==> src/rtl/uart_pkg.sv <==
// Shared types and helpers for the framed UART receiver.
package uart_pkg;

  // Parity mode of a frame.
  typedef enum logic [1:0] {
    PAR_NONE = 2'd0,
    PAR_EVEN = 2'd1,
    PAR_ODD  = 2'd2
  } parity_e;

  // Receiver frame states.
  typedef enum logic [2:0] {
    ST_IDLE   = 3'd0,
    ST_START  = 3'd1,
    ST_DATA   = 3'd2,
    ST_PARITY = 3'd3,
    ST_STOP   = 3'd4
  } rx_state_e;

  // 2-of-3 majority vote.
  function automatic logic maj3(input logic a, input logic b, input logic c);
    return (a & b) | (a & c) | (b & c);
  endfunction

endpackage

==> src/rtl/uart_rx_sync.sv <==
// Line conditioning for uart_rx: 2-flop synchroniser plus, when
// UART_RX_MAJORITY_EN is defined, a 3-tap majority filter on the
// synchronised line. sample_c is what the frame FSM samples.
module uart_rx_sync
  import uart_pkg::*;
(
  input  logic clk,
  input  logic reset,
  input  logic uart_rx,
  output logic rx_s,
  output logic sample_c
);

  logic rx_meta;

  // Two-stage synchroniser; idles high out of reset.
  always_ff @(posedge clk or negedge reset) begin
    if (!reset) begin
      rx_meta <= 1'b1;
      rx_s    <= 1'b1;
    end else begin
      rx_meta <= uart_rx;
      rx_s    <= rx_meta;
    end
  end

`ifdef UART_RX_MAJORITY_EN
  logic [1:0] hist;

  // Two older copies of rx_s; the vote window is centred one clock back.
  always_ff @(posedge clk or negedge reset) begin
    if (!reset) begin
      hist <= 2'b11;
    end else begin
      hist <= {hist[0], rx_s};
    end
  end

  assign sample_c = maj3(rx_s, hist[0], hist[1]);
`else
  assign sample_c = rx_s;
`endif

endmodule

==> src/rtl/uart_rx_framed.sv <==
// Parametrised UART receiver: configurable data width, parity and stop
// bits, with parity and framing error reporting. One ok pulse per frame.
// Optional feature: define UART_RX_MAJORITY_EN to take every mid-bit sample
// as a 2-of-3 majority around the sample point (one extra clock of latency).
module uart_rx_framed
  import uart_pkg::*;
#(
  parameter int unsigned CLK_PER_HALF_BIT = 4,
  parameter int unsigned CLK_PER_BIT      = 8,
  parameter int unsigned DATA_BITS        = 8,
  parameter parity_e     PARITY           = PAR_NONE,
  parameter int unsigned STOP_BITS        = 1
) (
  input  logic                 clk,
  input  logic                 reset,
  input  logic                 uart_rx,
  output logic [DATA_BITS-1:0] data,
  output logic                 ok,
  output logic                 parity_err,
  output logic                 frame_err,
  output logic                 waiting
);

  localparam int unsigned CNT_W = $clog2(CLK_PER_BIT);
  localparam int unsigned IDX_W = $clog2(DATA_BITS + 1);

  localparam logic [CNT_W-1:0] CNT_ONE   = CNT_W'(1);
  localparam logic [CNT_W-1:0] CNT_HALF  = CNT_W'(CLK_PER_HALF_BIT);
  localparam logic [CNT_W-1:0] CNT_MID   = CNT_W'(CLK_PER_BIT - 1);
  localparam logic [IDX_W-1:0] IDX_ONE   = IDX_W'(1);
  localparam logic [IDX_W-1:0] IDX_LAST  = IDX_W'(DATA_BITS - 1);
  localparam logic [IDX_W-1:0] STOP_LAST = IDX_W'(STOP_BITS - 1);
  localparam logic             ODD_PAR   = (PARITY == PAR_ODD);

  // Parameter range checks at elaboration.
  if (CLK_PER_BIT < 4) begin : g_chk_cpb
    $error("uart_rx_framed: CLK_PER_BIT must be >= 4");
  end
  if (CLK_PER_HALF_BIT < 2 || CLK_PER_HALF_BIT > CLK_PER_BIT - 1) begin : g_chk_half
    $error("uart_rx_framed: CLK_PER_HALF_BIT must be in 2..CLK_PER_BIT-1");
  end
  if (DATA_BITS < 5 || DATA_BITS > 9) begin : g_chk_data
    $error("uart_rx_framed: DATA_BITS must be in 5..9");
  end
  if (STOP_BITS < 1 || STOP_BITS > 2) begin : g_chk_stop
    $error("uart_rx_framed: STOP_BITS must be 1 or 2");
  end

  logic                 rx_s;
  logic                 line;
  rx_state_e            state;
  logic [CNT_W-1:0]     cnt;
  logic [IDX_W-1:0]     idx;
  logic [DATA_BITS-1:0] shreg;
  logic                 par_acc;
  logic                 pe_pend;
  logic                 fe_acc;
  logic                 armed;
  logic                 mid;

  uart_rx_sync u_sync (
    .clk      (clk),
    .reset    (reset),
    .uart_rx  (uart_rx),
    .rx_s     (rx_s),
    .sample_c (line)
  );

  assign mid = (cnt == CNT_MID);

  // Frame FSM: start qualification, mid-bit sampling and result registers.
  // armed blocks a new start until the line has been seen high, so a break
  // following a bad stop bit is not taken as a fresh frame.
  always_ff @(posedge clk or negedge reset) begin
    if (!reset) begin
      state      <= ST_IDLE;
      cnt        <= '0;
      idx        <= '0;
      shreg      <= '0;
      par_acc    <= 1'b0;
      pe_pend    <= 1'b0;
      fe_acc     <= 1'b0;
      armed      <= 1'b1;
      data       <= '0;
      ok         <= 1'b0;
      parity_err <= 1'b0;
      frame_err  <= 1'b0;
      waiting    <= 1'b1;
    end else begin
      ok <= 1'b0;
      unique case (state)
        ST_IDLE: begin
          if (rx_s) begin
            armed <= 1'b1;
          end
          if (!line && armed) begin
            state   <= ST_START;
            cnt     <= CNT_ONE;
            waiting <= 1'b0;
          end
        end

        ST_START: begin
          if (cnt == CNT_HALF) begin
            if (line) begin
              state   <= ST_IDLE;
              waiting <= 1'b1;
            end else begin
              state   <= ST_DATA;
              cnt     <= '0;
              idx     <= '0;
              par_acc <= 1'b0;
              pe_pend <= 1'b0;
              fe_acc  <= 1'b0;
            end
          end else begin
            cnt <= cnt + CNT_ONE;
          end
        end

        ST_DATA: begin
          if (mid) begin
            cnt     <= '0;
            shreg   <= {line, shreg[DATA_BITS-1:1]};
            par_acc <= par_acc ^ line;
            if (idx == IDX_LAST) begin
              idx   <= '0;
              state <= (PARITY != PAR_NONE) ? ST_PARITY : ST_STOP;
            end else begin
              idx <= idx + IDX_ONE;
            end
          end else begin
            cnt <= cnt + CNT_ONE;
          end
        end

        ST_PARITY: begin
          if (mid) begin
            cnt     <= '0;
            pe_pend <= ((par_acc ^ line) != ODD_PAR);
            state   <= ST_STOP;
          end else begin
            cnt <= cnt + CNT_ONE;
          end
        end

        ST_STOP: begin
          if (mid) begin
            cnt <= '0;
            if (idx == STOP_LAST) begin
              ok         <= 1'b1;
              data       <= shreg;
              parity_err <= pe_pend;
              frame_err  <= fe_acc | ~line;
              armed      <= line;
              idx        <= '0;
              state      <= ST_IDLE;
              waiting    <= 1'b1;
            end else begin
              fe_acc <= fe_acc | ~line;
              idx    <= idx + IDX_ONE;
            end
          end else begin
            cnt <= cnt + CNT_ONE;
          end
        end

        default: begin
          state   <= ST_IDLE;
          waiting <= 1'b1;
        end
      endcase
    end
  end

endmodule

==> config.mk <==
export PLATFORM = sky130hd
export DESIGN_NAME = uart_rx_framed
export DESIGN_NICKNAME = d
export VERILOG_FILES = /design/src/rtl/uart_pkg.sv /design/src/rtl/uart_rx_sync.sv /design/src/rtl/uart_rx_framed.sv
export SDC_FILE = /design/constraint.sdc
export NUM_CORES = 1
export LEC_CHECK = 0
export CORE_ASPECT_RATIO = 0.9
export CORE_MARGIN = 2
export CORE_UTILIZATION = 57
export CTS_CLUSTER_DIAMETER = 60
export DETAILED_ROUTE_END_ITERATION = 8
export PLACE_DENSITY = 0.79
export SYNTH_ARGS = -nofsm -noshare
export SYNTH_HDL_FRONTEND = slang
export SYNTH_SLANG_ARGS = --single-unit
==> constraint.sdc <==
create_clock -name clk -period 2.45 [get_ports clk]
set_clock_uncertainty 0.1 [all_clocks]
set_input_delay 0.49 -clock clk [delete_from_list [all_inputs] [get_ports clk]]
set_output_delay 0.49 -clock clk [all_outputs]
set_load 0.01 [all_outputs]
==> impl_metrics.toml, run 1 <==
[grt]
grt_pass1_vias = 1328
antenna_found_initial = 0
gr-usage-all-layers_pct = 21.4
grt_first_pass_wirelength_mm = 5.96
grt.overflow.total = 0
grt_max_degree = 37

[finish]
final_common_cell = "dfrtp_1"
nFillCells = 249
seq_area_sq_um = 906
layout-drive-gt1-share_pct = 16.5
area_delta_synth_final_pct = 16.1
final_cell_area_sq_mm = 0.00210
final_cell_mix = "dfrtp_1 (32), clkdlybuf4s50_1 (14), nand2_1 (11)"
multi_input_area_sq_um = 805
diodes = 0
nets = 183

[worst_setup_path]
critPathArrivalTime_ps = 2350
crit_type = "reg -> reg"
reg2reg_slack_ps = 230
endpoint_kind = "flip-flop"
critPathLaunchType = "flip-flop"
required_ps = 2580
critical_path.max_fanout = 12

[flow_run]
maxCapViolCount = 0

[cts]
cts_hold_buf = 0
clkTransAtPathRegs_ps = 110
cts_made_buffers = 5
post_cts_buffers = 0
clkLatencyLatePin_ps = 350
clockRootBuffer = "clkbuf_4"
clock-sinks = 36
cts_resized = 0
cts_tree = "yes"
ctsLongestPathBuffers = 2
htreeDepth = 2

[floorplan]
die_area_sq_mm = 0.00364
io_pins = 15
chipWidth_um = 63.4
start_util_pct = 59.4
core_sq_mm = 0.00304
num_rows = 19
dieHeight_um = 57.4

[drt]
drc = 0
wl_per_cell_um = 15.8
via_per_inst = 5.94
dr.pass1.iters = 4
num_vias = 1295
postRouteWirelength_mm = 3.45
ant_nets = 0
drt_iter0_markers = 85

[placed_design]
gp_congestion = 0.839
dp_slack_ps = 232
dp_hpwl_mm = 2.43
io_buffers = 14
placed_area_sq_mm = 0.00197

[timing]
slew_headroom_pct = 62.7
tightest_slew_ps = 559
timing.fmax_mhz = 450
timing.final.ws_setup_ps = 230
setup_viol = 0
slew_violations = 0
period_needed_ps = 2220
rsz0062_at_grt = "no"
hold_viol_final = 0
setup_tns_ps = 0
final.period_utilization_pct = 90.6

[power]
power.density_mw_per_mm2 = 940
p_leak_nw = 0.992
irDropWorstVdd_mv = 0.589

[yosys]
synthCells = 159
syn_nets = 167
ys_types = 45
netlist_area_sq_mm = 0.00181
synth.yosys.seq_area_share_pct = 50.1
yosys_warnings = 0
synth.avg_cell_area_sq_um = 11.4
ys_ff_latch = 36

[hold_path]
hold_path_class = "reg -> reg"

[outcome]
status = "finished, final reports clean"
==> synthesized netlist by cell type, drive strengths merged <==
library cell | number | area (sq um)
or3 | 1 | 6.26
nand2b | 1 | 6.26
nand3 | 5 | 25.0
xnor2 | 1 | 8.76
dfstp | 4 | 105
a2111oi | 1 | 10.0
o41ai | 1 | 8.76
nor4b | 1 | 8.76
a311oi | 1 | 26.3
o21ai | 10 | 50.1
clkbuf | 3 | 11.3
nor3 | 2 | 10.0
a311o | 1 | 10.0
a211oi | 2 | 15.0
a21o | 3 | 22.5
mux2i | 2 | 20.0
and2 | 1 | 6.26
o211ai | 1 | 7.51
o41a | 1 | 11.3
nand2 | 11 | 41.3
xor2 | 2 | 17.5
a21oi | 7 | 35.0
or3b | 1 | 8.76
a22o | 4 | 35.0
nor3b | 2 | 15.0
o21bai | 1 | 7.51
mux2 | 18 | 203
nor2b | 2 | 12.5
o22ai | 2 | 12.5
nor4 | 1 | 6.26
buf | 6 | 48.8
dfrtp | 32 | 801
o31a | 1 | 8.76
ha | 5 | 62.6
a31oi | 3 | 18.8
nor2 | 5 | 18.8
and4bb | 2 | 25.0
nor4bb | 1 | 16.3
inv | 10 | 37.5
o31ai | 1 | 7.51
==> routing by layer <==
layer	up-vias	track usage, %	routed length [um]
li1	605	-	-
met1	642	25.4	1460
met2	41	37.4	1750
met3	7	4.93	181
met4	0	9.63	63
met5	-	0	0
==> stage by stage <==
| stage | total power, mW | utilization, % | instances | hold WS [ps] |
|---|---|---|---|---|
| finish | 1.97 | 69.0 | 218 | 278 |
| detailed placement | 1.34 | 64.8 | 210 | 257 |
| CTS | 1.98 | 69.0 | 218 | 283 |
| global route | 2.08 | 69.0 | 218 | 275 |
| floorplan | 1.21 | - | 159 | 94.4 |
| global placement | 1.31 | 64.8 | 210 | 248 |
==> cells by family (layout without fill, tap and decap cells) <==
kind of cell / Yosys count / after routing / synth area share, %
DFF: 36 / 36 / 50.1
muxes: 20 / 20 / 12.3
xor gates and xnor gates: 3 / 3 / 1.45
AOI/OAI and AO/OA: 40 / 40 / 15.8
adders and majority gates: 5 / 5 / 3.46
buffers and inverters: 19 / 36 / 5.40
and+or+nand+nor: 36 / 36 / 11.4
==> critical path: stages, from the launching register on <==
cell	delay (ps)
dfrtp_1	430
ha_1	220
ha_1	250
and4bb_1	280
nand2_1	440
mux2_1	380
==> where the power goes <==
group / leakage [nW] / internal [mW] / total, mW / switching, mW
clock: 0.0654 / 0.420 / 0.631 / 0.211
combinational: 0.452 / 0.247 / 0.561 / 0.314
sequential: 0.475 / 0.675 / 0.779 / 0.103
total: 0.992 / 1.34 / 1.97 / 0.628
==> area by class of cell <==
class / instances / area share [%]
Sequential cell: 36 / 43.2
Multi-Input combinational cell: 104 / 38.3
Timing Repair Buffer: 18 / 8.11
Clock inverter: 3 / 4.29
Tap cell: 42 / 2.50
Clock buffer: 5 / 1.79
Inverter: 10 / 1.79
==> sequential cells by signal, indices dropped and copies added, names as in the netlist <==
name            flops
ok                  1
frame_err           1
fe_acc              1
par_acc             1
waiting             1
pe_pend             1
cnt                 3
u_sync.rx_s         1
state               3
idx                 4
parity_err          1
shreg               8
u_sync.rx_meta      1
armed               1
data                8
==> worst paths after layout <==
check                          startpoint     endpoint  cells past startpoint
max                                cnt[0]      data[6]                      5
min                        u_sync.rx_meta  u_sync.rx_s                      0
max reg2reg                        cnt[0]      data[6]                      5
min reg2reg                u_sync.rx_meta  u_sync.rx_s                      0
max in group asynchronous           reset        armed                      2
min in group asynchronous           reset       idx[1]                      2
Power figures use the tool's default switching activity.
==> run 2: changes to the inputs <==
Settings changed: ABC_AREA set to 1, CORE_UTILIZATION 57 to 58.
==> impl_metrics.toml, run 2 <==
[timing]
final.period_utilization_pct = 79.8
timing.final.ws_setup_ps = 495
rsz0062_at_grt = "no"
hold_viol_final = 0
slew_violations = 0
slew_headroom_pct = 48.4
tightest_slew_ps = 773
period_needed_ps = 1960
holdWs_ps = 184
setup_tns_ps = 0
setup_viol = 0
timing.fmax_mhz = 511

[power]
p_sw_share_pct = 43.9
p_sw_mw = 1.01
irDropWorstVdd_mv = 0.686
combPwrFrac_pct = 45.4
p_leak_nw = 1.17
seqPwrFrac_pct = 35.8
power.density_mw_per_mm2 = 1020
power.internal_mw = 1.30
p_clk_share_pct = 18.8

[floorplan]
chipWidth_um = 66.0
num_rows = 20
dieHeight_um = 59.8
die_area_sq_mm = 0.00394
core_sq_mm = 0.00335
io_pins = 15
start_util_pct = 59.8

[finish]
final_cell_mix = "nand2_1 (67), dfrtp_1 (32), nand3_1 (23)"
area_delta_synth_final_pct = 12.5
final_common_cell = "nand2_1"
diodes = 0
layout-drive-gt1-share_pct = 20.9
reg.largest.list = "data: 8 flops, shreg: 8 flops, idx: 4 flops"
nets = 251

[drt]
via_per_inst = 5.22
postRouteWirelength_mm = 3.62
drc = 0
ant_nets = 0
num_vias = 1504
drt_iter0_markers = 145
wl_per_cell_um = 12.6
dr.pass1.iters = 4

[cts]
ctsLongestPathBuffers = 2
clock-sinks = 36
cts_tree = "yes"
clockRootBuffer = "clkbuf_8"
cts_hold_buf = 0
post_cts_buffers = 0
clkTransAtPathRegs_ps = 70
htreeDepth = 2
clkLatencyLatePin_ps = 280
cts_made_buffers = 5
cts_resized = 0

[yosys]
yosys_warnings = 0
yosysTopAreaCellShare_pct = 39.9
yosys-top-cells-count = "nand2_1 (67), dfrtp_1 (32), nand3_1 (23)"
synthCells = 225
ys_ff_latch = 36
synth_async_sr_flop_share_pct = 100
synth_area_leader_cell = "dfrtp_1"
syn_nets = 233
synth-compound-area-share_pct = 8.61
synthXorXnorAreaFrac_pct = 0.437
netlist_area_sq_mm = 0.00201
synth.avg_cell_area_sq_um = 8.91
synth_most_common_cell = "nand2_1"
ys.flop_type = "dfrtp_1"
synth-simple-area-share_pct = 36.0
synth_area_leaders = "dfrtp_1 (40%), nand2_1 (13%), nand3_1 (5.7%), dfstp_2 (5.2%), o21ai_2 (4.8%)"
synth.yosys.seq_area_share_pct = 45.2
ys_types = 29
synth_fa_ha_area_share_pct = 3.12
synth_top_family_by_area = "simple AND/OR/NAND/NOR gates"
synth_edf_count = 0
synth_mux_area_share_pct = 0.749

[grt]
gr-usage-all-layers_pct = 21.4
antenna_found_initial = 0
grt_pass1_vias = 1377
grt.overflow.total = 0
grt_max_degree = 37
grt_first_pass_wirelength_mm = 6.26

[worst_setup_path]
critPathLaunchType = "flip-flop"
endpoint_kind = "output pin"
slowest_stage = "dfstp_2"
crit_type = "reg -> out"
cpLargestDelayFamily = "flip-flops"
required_ps = 1860
crit_path_cell_trace = "clkdlybuf4s50_1"
reg2reg_slack_ps = 700
cp-endpoint = "waiting"
critPathArrivalTime_ps = 1370
r2r_start = "cnt[1]"
startpoint = "waiting"
path_depth = 1
rr_endpoint = "idx[1]"
ff2ff_path_depth = 9
max_stage_delay_ps = 550
path_buf_inv = 1
critical_path.max_fanout = 2

[placed_design]
dp_slack_ps = 723
gp_congestion = 0.895
io_buffers = 14
dp_hpwl_mm = 2.68

[outcome]
status = "finished, final reports clean"

[flow_run]
maxCapViolCount = 0

[hold_path]
hold_path_class = "in -> async"
==> run 2: cell count changes in the layout (fill, tap and decap cells not counted), moves of 6 or more <==
cell      change
a21oi_1       -6
clkbuf_8      +6
inv_1         +9
mux2_1        -9
mux2_2        -9
nand2_1      +56
nand2_4       +8
nand3_1      +18
nor2_1       +10
o21ai_2      +11
==> run 2: through the flow <==
stage	power [mW]	instance area, sq um	util (%)	std cells
2_1_floorplan	1.68	2010	-	225
4_1_cts	2.31	2260	67.3	288
6_report	2.31	2260	67.3	288
3_5_place_dp	1.88	2160	64.5	280
5_1_grt	2.50	2260	67.3	288
3_3_place_gp	1.86	2160	64.5	280
==> run 2: cell families (layout without fill, tap and decap cells) <==
logic type               count (synthesis)  count (layout)
XOR/XNOR                                 1               1
AO/OA/AOI/OAI                           25              25
buffers and inverters                   25              44
flip-flops                              36              36
AND/OR/NAND/NOR                        132             132
multiplexers                             1               1
adder cells (fa/ha/maj)                  5               5
==> run 2: metal layers <==
layer / GRT usage, % / part of all wire (%) / wire, um / up-vias
li1: - / - / - / 761
met4: 6.12 / 0.88 / 32 / 0
met1: 29.8 / 48 / 1730 / 698
met2: 33.0 / 46 / 1650 / 43
met3: 6.21 / 5.7 / 207 / 2
met5: 0 / 0 / 0 / -
==> run 2: worst min path at each step <==
| stage | from | to | depth (start not counted) |
|---|---|---|---|
| 4_1_cts | reset | state[0] | 1 |
| 5_1_grt | reset | state[0] | 1 |
| 6_report | reset | idx[3] | 1 |
| 3_5_place_dp | u_sync.rx_meta | u_sync.rx_s | 0 |
| 3_3_place_gp | u_sync.rx_meta | u_sync.rx_s | 0 |
| 2_1_floorplan | reset | cnt[0] | 0 |
==> run 2: power groups by stage <==
stage | registers, mW | clock network [mW] | logic (mW)
6_report | 0.825 | 0.434 | 1.05
2_1_floorplan | 0.780 | 0 | 0.903
5_1_grt | 0.835 | 0.468 | 1.19
3_5_place_dp | 0.833 | 0 | 1.04
4_1_cts | 0.824 | 0.443 | 1.05
3_3_place_gp | 0.833 | 0 | 1.03
==> run 2: cell type report <==
cell class | count | area (sq um)
multi-input cells | 164 | 981
flip-flops and latches | 36 | 906
repair buffers | 14 | 135
clock inverters | 1 | 7.51
fillers | 257 | 1100
inverters | 22 | 85.1
clock buffers | 7 | 86.3
well taps | 44 | 55.1
